[src/rtl/cht_pkg.sv]
// Shared types and constants for the cht shift-chain family.
// Serializer state encoding and serial direction codes.
package cht_pkg;

    typedef enum logic {
        IDLE  = 1'b0,
        SHIFT = 1'b1
    } cht_ser_state_e;

    localparam logic CHT_DIR_LSB = 1'b0;
    localparam logic CHT_DIR_MSB = 1'b1;

endpackage

[src/rtl/cht_chain_serializer.sv]
// Parallel-to-serial transmitter feeding a cht receiving chain.
// One bit per accepted transfer; zero-bubble reload on the final bit.
module cht_chain_serializer
    import cht_pkg::*;
#(
    parameter int WIDTH = 16,
    localparam int CNT_W = $clog2(WIDTH)
) (
    input  logic             clk,
    input  logic             rst_n,
    input  logic             clr,
    input  logic             load_valid,
    output logic             load_ready,
    input  logic [WIDTH-1:0] load_data,
    input  logic             load_dir,
    output logic             ser_valid,
    input  logic             ser_ready,
    output logic             ser_data,
    output logic             ser_last,
    output logic             busy
);

    localparam logic [CNT_W-1:0] CNT_LAST = CNT_W'(WIDTH - 1);

    cht_ser_state_e   state_q, state_d;
    logic [WIDTH-1:0] sreg_q, sreg_d;
    logic [CNT_W-1:0] cnt_q, cnt_d;
    logic             dir_q, dir_d;

    logic in_shift;
    logic xfer;
    logic load_fire;

    assign in_shift   = (state_q == SHIFT);
    assign xfer       = in_shift && ser_ready;
    assign ser_valid  = in_shift;
    assign busy       = in_shift;
    assign ser_last   = in_shift && (cnt_q == '0);
    assign load_ready = !in_shift || (ser_last && ser_ready);
    assign load_fire  = load_valid && load_ready;

    always_comb begin
        ser_data = 1'b0;
        if (in_shift) begin
            ser_data = (dir_q == CHT_DIR_MSB) ? sreg_q[WIDTH-1] : sreg_q[0];
        end
    end

    always_comb begin
        state_d = state_q;
        sreg_d  = sreg_q;
        cnt_d   = cnt_q;
        dir_d   = dir_q;
        if (clr) begin
            state_d = IDLE;
            sreg_d  = '0;
            cnt_d   = '0;
            dir_d   = CHT_DIR_LSB;
        end else begin
            if (xfer) begin
                if (dir_q == CHT_DIR_MSB) begin
                    sreg_d = sreg_q << 1;
                end else begin
                    sreg_d = sreg_q >> 1;
                end
                if (cnt_q != '0) begin
                    cnt_d = cnt_q - CNT_W'(1);
                end else begin
                    state_d = IDLE;
                end
            end
            // a load on the final transfer overrides the return to IDLE
            if (load_fire) begin
                sreg_d  = load_data;
                dir_d   = load_dir;
                cnt_d   = CNT_LAST;
                state_d = SHIFT;
            end
        end
    end

    always_ff @(posedge clk or negedge rst_n) begin
        if (!rst_n) begin
            state_q <= IDLE;
            sreg_q  <= '0;
            cnt_q   <= '0;
            dir_q   <= CHT_DIR_LSB;
        end else begin
            state_q <= state_d;
            sreg_q  <= sreg_d;
            cnt_q   <= cnt_d;
            dir_q   <= dir_d;
        end
    end

endmodule

[config.mk]
export PLATFORM = sky130hd
export DESIGN_NAME = cht_chain_serializer
export DESIGN_NICKNAME = d
export VERILOG_FILES = /design/src/rtl/cht_pkg.sv /design/src/rtl/cht_chain_serializer.sv
export SDC_FILE = /design/constraint.sdc
export NUM_CORES = 1
export LEC_CHECK = 0
export BUFFER_PORTS_ARGS = -buffer_cell sky130_fd_sc_hd__buf_2
export CORE_MARGIN = 5
export CORE_UTILIZATION = 45
export DETAILED_ROUTE_END_ITERATION = 8
export PLACE_DENSITY_LB_ADDON = 0.2
export SETUP_SLACK_MARGIN = 0.3
export SLEW_MARGIN = 0
export SYNTH_ARGS = -nofsm -noshare
export SYNTH_HDL_FRONTEND = slang
export SYNTH_SLANG_ARGS = --single-unit
[constraint.sdc]
create_clock -name clk -period 2.6 [get_ports clk]
set_clock_uncertainty 0.1 [all_clocks]
set_input_delay 0.52 -clock clk [delete_from_list [all_inputs] [get_ports clk]]
set_output_delay 0.52 -clock clk [all_outputs]
set_load 0.005 [all_outputs]
==> results of run 1 <==
-- per-stage QoR --
step,std cells,power [µW],util
5_1_grt,202,821,0.509
6_report,202,772,0.509
2_1_floorplan,147,537,-
4_1_cts,200,773,0.502
3_5_place_dp,196,583,0.490
3_3_place_gp,196,576,0.490
-- kinds of logic after synthesis --
group                    synth area share
flip-flops                          0.401
multiplexers                        0.124
buffers and inverters              0.0830
XOR/XNOR                          0.00639
AND/OR/NAND/NOR                     0.161
AO/OA/AOI/OAI                       0.205
adder cells (fa/ha/maj)            0.0182
-- routing by layer --
metal	vias to the layer above	routed length, µm	global-route usage
li1	564	-	-
met1	542	1330	0.177
met2	21	1380	0.249
met3	2	114	0.0188
met4	0	21	0.0389
met5	-	0	0
-- report_power, final --
part           internal [µW]  switching [µW]  leakage [µW]
sequential               370            30.4      0.000290
clock                   85.3             104     0.0000210
combinational           87.5            95.5      0.000339
-- critical path: stages (launching register included) --
cell	delay (ns)
dfrtp_1	0.42
inv_1	0.09
ha_1	0.25
nor3b_4	0.26
and2_1	0.15
buf_2	0.10
-- synth_stat cells (all sizes together) --
cell | number | area share
a2111oi | 1 | 0.011
a211oi | 1 | 0.0055
a21bo | 1 | 0.0073
a21boi | 1 | 0.014
a21oi | 22 | 0.080
a221oi | 1 | 0.0064
and2 | 2 | 0.0091
buf | 9 | 0.057
clkbuf | 1 | 0.0027
dfrtp | 22 | 0.40
dlygate4sd1 | 2 | 0.013
ha | 2 | 0.018
inv | 4 | 0.011
mux2i | 17 | 0.12
nand2 | 34 | 0.093
nand4bb | 1 | 0.020
nor2 | 6 | 0.016
nor3 | 1 | 0.0036
nor3b | 2 | 0.015
nor4 | 1 | 0.0046
o211ai | 14 | 0.077
o22ai | 1 | 0.0046
xnor2 | 1 | 0.0064
-- registers in the layout, summed over array words and instances (netlist names) --
| register | flops |
|---|---|
| sreg_q | 16 |
| dir_q | 1 |
| cnt_q | 4 |
| busy | 1 |
-- cell type report --
cell class,instances,area share
sequential,22,0.363
multi-input combinational,109,0.470
inverter,4,0.00990
tap,33,0.0272
timing repair buffer,30,0.106
clock buffer,4,0.0239
-- timing repair --
action | CTS | global route
resized for setup | 0 | 1
endpoints found under the setup margin | 0 | 1
buffers inserted | 0 | 2
-- worst max path at each step --
stage,startpoint,end,slack [ns],cells after the start
final,cnt_q[0],ser_last,0.40,5
after global routing,cnt_q[0],ser_last,0.29,5
after CTS,cnt_q[0],ser_last,0.31,5
after detailed placement,cnt_q[0],ser_last,0.67,5
after global placement,cnt_q[0],ser_last,0.74,5
after floorplan,cnt_q[0],ser_last,0.87,4
-- layout by cell type (no fill, tap or decap) --
cell type / n
o211ai_1: 14
and2_1: 2
inv_1: 4
nor4_1: 1
dfrtp_1: 22
nor3_1: 1
ha_1: 2
a221oi_1: 1
a21bo_2: 1
mux2i_1: 17
clkbuf_4: 3
nor2_1: 6
clkbuf_8: 1
a211oi_1: 1
nand2_1: 34
a21oi_1: 22
o22ai_1: 1
a21boi_4: 1
xnor2_1: 1
buf_4: 4
nand4bb_4: 1
nor3b_4: 1
nor3b_1: 1
buf_2: 26
a2111oi_2: 1
==> flow_summary.yaml, run 1 <==
synth:
  syn-num-nets: 171
  avgSynthCellArea_um2: 9.33
  netlist_area_mm2: 0.00137
  synth-seq-cells: 22
  yosysSeqAreaShare: 0.401
  synth_warnings: 0
  syn_inst: 147
  synth.distinct_cells: 26
worst_setup_path:
  endpoint_kind: "output pin"
  reg2regPathDepth: 6
  worstSetupPathType: "reg -> out"
  timing.rr.start: "cnt_q[0]"
  cp.arrival_ns: 1.58
  r2r_setup_slack_ns: 0.73
  start_kind: "flop"
  required_ns: 1.98
  reg2reg_to: "sreg_q[15]"
  critPathMaxFanout: 4
clocking:
  path_clk_slew_ns: 0.13
  hold_buffers: 0
  cts_htree_levels: 1
  clock_sinks: 22
  root_buffer: "clkbuf_4"
  cts_tree: "done"
  cts_buffer_depth: 2
  cts_buffers: 3
  clkLatencyLatePin_ns: 0.30
cells_and_area:
  final_area_mm2: 0.00152
  syn_to_final_growth_pct: 10.6
  drive_gt1_frac: 0.231
  num-nets-final: 194
  fillers: 283
  regArea_um2: 551
  multiInputGateArea_um2: 713
  diodes: 0
floorplan:
  dieHeight_um: 65.2
  core_area_mm2: 0.00298
  start_util: 0.461
  num_rows: 20
  io_pins: 27
  die_w_um: 65.2
  dieArea_mm2: 0.00425
power_and_ir_drop:
  leakagePower_uw: 0.000650
  power_density_mw_per_mm2: 509
  peakVddDrop_mv: 0.268
routing:
  drtIter0Drc: 75
  ant_nets: 0
  viasPerCell: 5.59
  drc_errors: 0
  first_pass_iters: 4
  vias: 1129
  wl_per_cell_um: 14.1
  wirelength_mm: 2.84
placed_design:
  dp_hpwl_mm: 2.01
  pre_cts_ws_ns: 0.667
  numPortBuffers: 26
  place_area_mm2: 0.00146
  gp_congestion: 0.764
flow_run:
  maxCapViolCount: 0
sta:
  grt_setup_unrepaired: "no"
  max_slew.worst_pin.slew_ns: 0.500
  fmax_ghz: 0.454
  hold_viol: 0
  setup_violations: 0
  finalSetupTns_ns: 0
  fin_crit_ns: 2.20
  worst_hold_slack_ns: 0.0619
  slew_viol_final: 0
  timing.slew.headroom: 0.667
  finalWorstSetupSlack_ns: 0.398
  finalCritPeriodShare: 0.847
global_routing:
  grt_pass1_wl_mm: 4.77
  grt_max_degree: 31
  grt_pass1_vias: 1080
  overflow: 0
  antenna_found_initial: 0
  track_usage: 0.140
min_path:
  hp-class: "in -> async"
outcome:
  outcome: "finished clean"
No activity file was read; power rests on OpenSTA's default activity.
==> run 2: changes to the inputs <==
--- a/config.mk
+++ b/config.mk
@@ -5,6 +5,7 @@
 export SDC_FILE = /design/constraint.sdc
 export NUM_CORES = 1
 export LEC_CHECK = 0
+export ABC_AREA = 1
 export BUFFER_PORTS_ARGS = -buffer_cell sky130_fd_sc_hd__buf_2
 export CORE_MARGIN = 5
 export CORE_UTILIZATION = 45
==> constraint.sdc (replaced) <==
create_clock -name clk -period 1.89 [get_ports clk]
set_clock_uncertainty 0.1 [all_clocks]
set_input_delay 0.378 -clock clk [delete_from_list [all_inputs] [get_ports clk]]
set_output_delay 0.378 -clock clk [all_outputs]
set_load 0.005 [all_outputs]
==> flow_summary.yaml, run 2 <==
global_routing:
  grt-busiest-layer: "met2"
  grt_pass1_vias: 1424
  grt_use_met2: 0.305
  overflow: 0
  grt_util_met1: 0.234
  grt_max_degree: 28
  grt_pass1_wl_mm: 6.36
  track_usage: 0.177
  grt_util_met3: 0.0389
  antenna_found_initial: 0
placed_design:
  numPortBuffers: 26
  dp_cells: 292
  place_area_mm2: 0.00167
  dp_hpwl_mm: 2.48
  gp_congestion: 0.870
flow_run:
  maxCapViolCount: 0
sta:
  slew_viol_final: 0
  setup_violations: 0
  fin_crit_ns: 1.78
  hold_viol: 0
  timing.slew.headroom: 0.654
  finalSetupTns_ns: 0
  max_slew.worst_pin.slew_ns: 0.518
  finalCritPeriodShare: 0.944
  grt_setup_unrepaired: "yes"
  fmax_ghz: 0.561
cells_and_area:
  final_area_mm2: 0.00191
  fillers: 330
  fin_util: 0.571
  largest_registers: "sreg_q (16), cnt_q (4)"
  multiInputGateArea_um2: 782
  regArea_um2: 552
  syn_to_final_growth_pct: 22.3
  num-nets-final: 290
  instances_no_fill: 311
  diodes: 0
  final_common_cell: "nand2_1"
  largest_reg_flops: 16
  top_register: "sreg_q"
  layout_common_cells: "nand2_1 (66), inv_1 (33), buf_2 (25)"
  drive_gt1_frac: 0.245
synth:
  synth.distinct_cells: 23
  avgSynthCellArea_um2: 6.87
  yosysTopAreaCell: "dfrtp_1"
  yosysSeqAreaShare: 0.353
  synth-edff-count: 0
  synth_area_leaders: "dfrtp_1 (35%), nand2_1 (16%), inv_1 (8.7%)"
  synth_top_area_frac: 0.353
  netlist_area_mm2: 0.00156
  synth_top_family_by_area: "simple AND/OR/NAND/NOR gates"
  syn_inst: 227
  yosys_most_used_dff: "dfrtp_1"
  synth_common_cells: "nand2_1 (66), inv_1 (36), dfrtp_1 (22), nand3_1 (21), o21ai_0 (19)"
  yosys.area_share.simple: 0.334
  synthAdderAreaFrac: 0.0161
  synthArstFlopShare: 1.00
  synth.most_common_cell: "nand2_1"
  synth-seq-cells: 22
  syn-num-nets: 251
  synthXorXnorAreaFrac: 0.00562
  synthMuxAreaShare: 0
  synth_compound_area_frac: 0.117
  synth_warnings: 0
clocking:
  path_clk_slew_ns: 0.14
  cts_htree_levels: 1
  clkLatencyLatePin_ns: 0.32
  cts_tree: "done"
  root_buffer: "clkbuf_4"
  clock_sinks: 22
  cts_buffer_depth: 2
  cts_buffers: 3
floorplan:
  core_area_mm2: 0.00334
  die_w_um: 68.9
  io_pins: 27
  dieArea_mm2: 0.00474
  start_util: 0.467
  num_rows: 21
  dieHeight_um: 68.9
routing:
  viasPerCell: 5.01
  drc_errors: 0
  wl_per_cell_um: 12.4
  ant_nets: 0
  vias: 1558
  wirelength_mm: 3.87
  drtIter0Drc: 135
  first_pass_iters: 4
power_and_ir_drop:
  peakVddDrop_mv: 0.415
  design_power_total_uw: 1470
  leakagePower_uw: 0.00108
  power_density_mw_per_mm2: 770
outcome:
  outcome: "finished clean"
worst_setup_path:
  reg2reg_to: "sreg_q[5]"
  critPathMaxFanout: 2
  worstSetupPathType: "reg -> out"
  start_kind: "flop"
  r2r_setup_slack_ns: 0.24
  required_ns: 1.41
  critPathCapture: "load_ready"
  reg2regPathDepth: 11
  cp.arrival_ns: 1.31
  startpoint: "cnt_q[1]"
  endpoint_kind: "output pin"
  timing.rr.start: "cnt_q[1]"
min_path:
  hp-class: "in -> reg"
run 2: critical path, cell delays in order (launching register included):
cell and delay (ns):
dfrtp_1 0.41, inv_2 0.09, ha_4 0.14, nand3_2 0.09, nand2_4 0.07, buf_6 0.10, buf_6 0.08
run 2: layout make-up:
class | count | share of cell area
multi-input cells | 153 | 0.410
flip-flops and latches | 22 | 0.289
repair buffers | 47 | 0.159
inverters | 38 | 0.0787
well taps | 46 | 0.0302
clock inverters | 1 | 0.0157
clock buffers | 3 | 0.0118
repair inverters | 1 | 0.00459
run 2: logic make-up (layout without fill, tap and decap cells):
group,after synthesis,in the layout
AOI/OAI and AO/OA,36,36
adders and majority gates,2,2
and+or+nand+nor,114,114
DFF,22,22
buffers and inverters,52,90
xor gates and xnor gates,1,1
run 2: timing repair:
action                                  CTS  global route
pin swaps                                 2             1
buffers inserted                          8             5
cloned                                    1             0
endpoints found under the setup margin   22            22
endpoints found under the hold margin    22             0
hold buffers                              1             0
gates resized for setup                  15             3
run 2: per-stage QoR:
| step | hold slack (ns) | setup WS, ns |
|---|---|---|
| 6_report | 0.176 | 0.106 |
| 5_1_grt | 0.176 | 0.0769 |
| 4_1_cts | 0.159 | 0.115 |
| 3_5_place_dp | 0.282 | 0.196 |
| 3_3_place_gp | 0.284 | 0.214 |
| 2_1_floorplan | -0.0176 | 0.332 |
run 2: how the worst min path moves through the flow:
| stage | slack, ns | cells past startpoint | startpoint | end |
|---|---|---|---|---|
| after floorplan | -0.02 | 0 | rst_n | busy |
| after global placement | 0.28 | 1 | rst_n | sreg_q[15] |
| after detailed placement | 0.28 | 1 | rst_n | dir_q |
| after CTS | 0.16 | 2 | clr | busy |
| after global routing | 0.18 | 2 | clr | busy |
| final | 0.18 | 2 | clr | busy |
run 2: report_power, final:
group          switching (µW)  internal (µW)  total (µW)  leakage, µW
clock                     161            214         375    0.0000279
combinational             285            217         501     0.000773
sequential               53.9            538         592     0.000279
run 2: layer usage:
metal  part of all wire  wire (µm)
met5                  0          0
met4             0.0036         14
met3              0.053        206
met2               0.45       1750
met1               0.49       1900
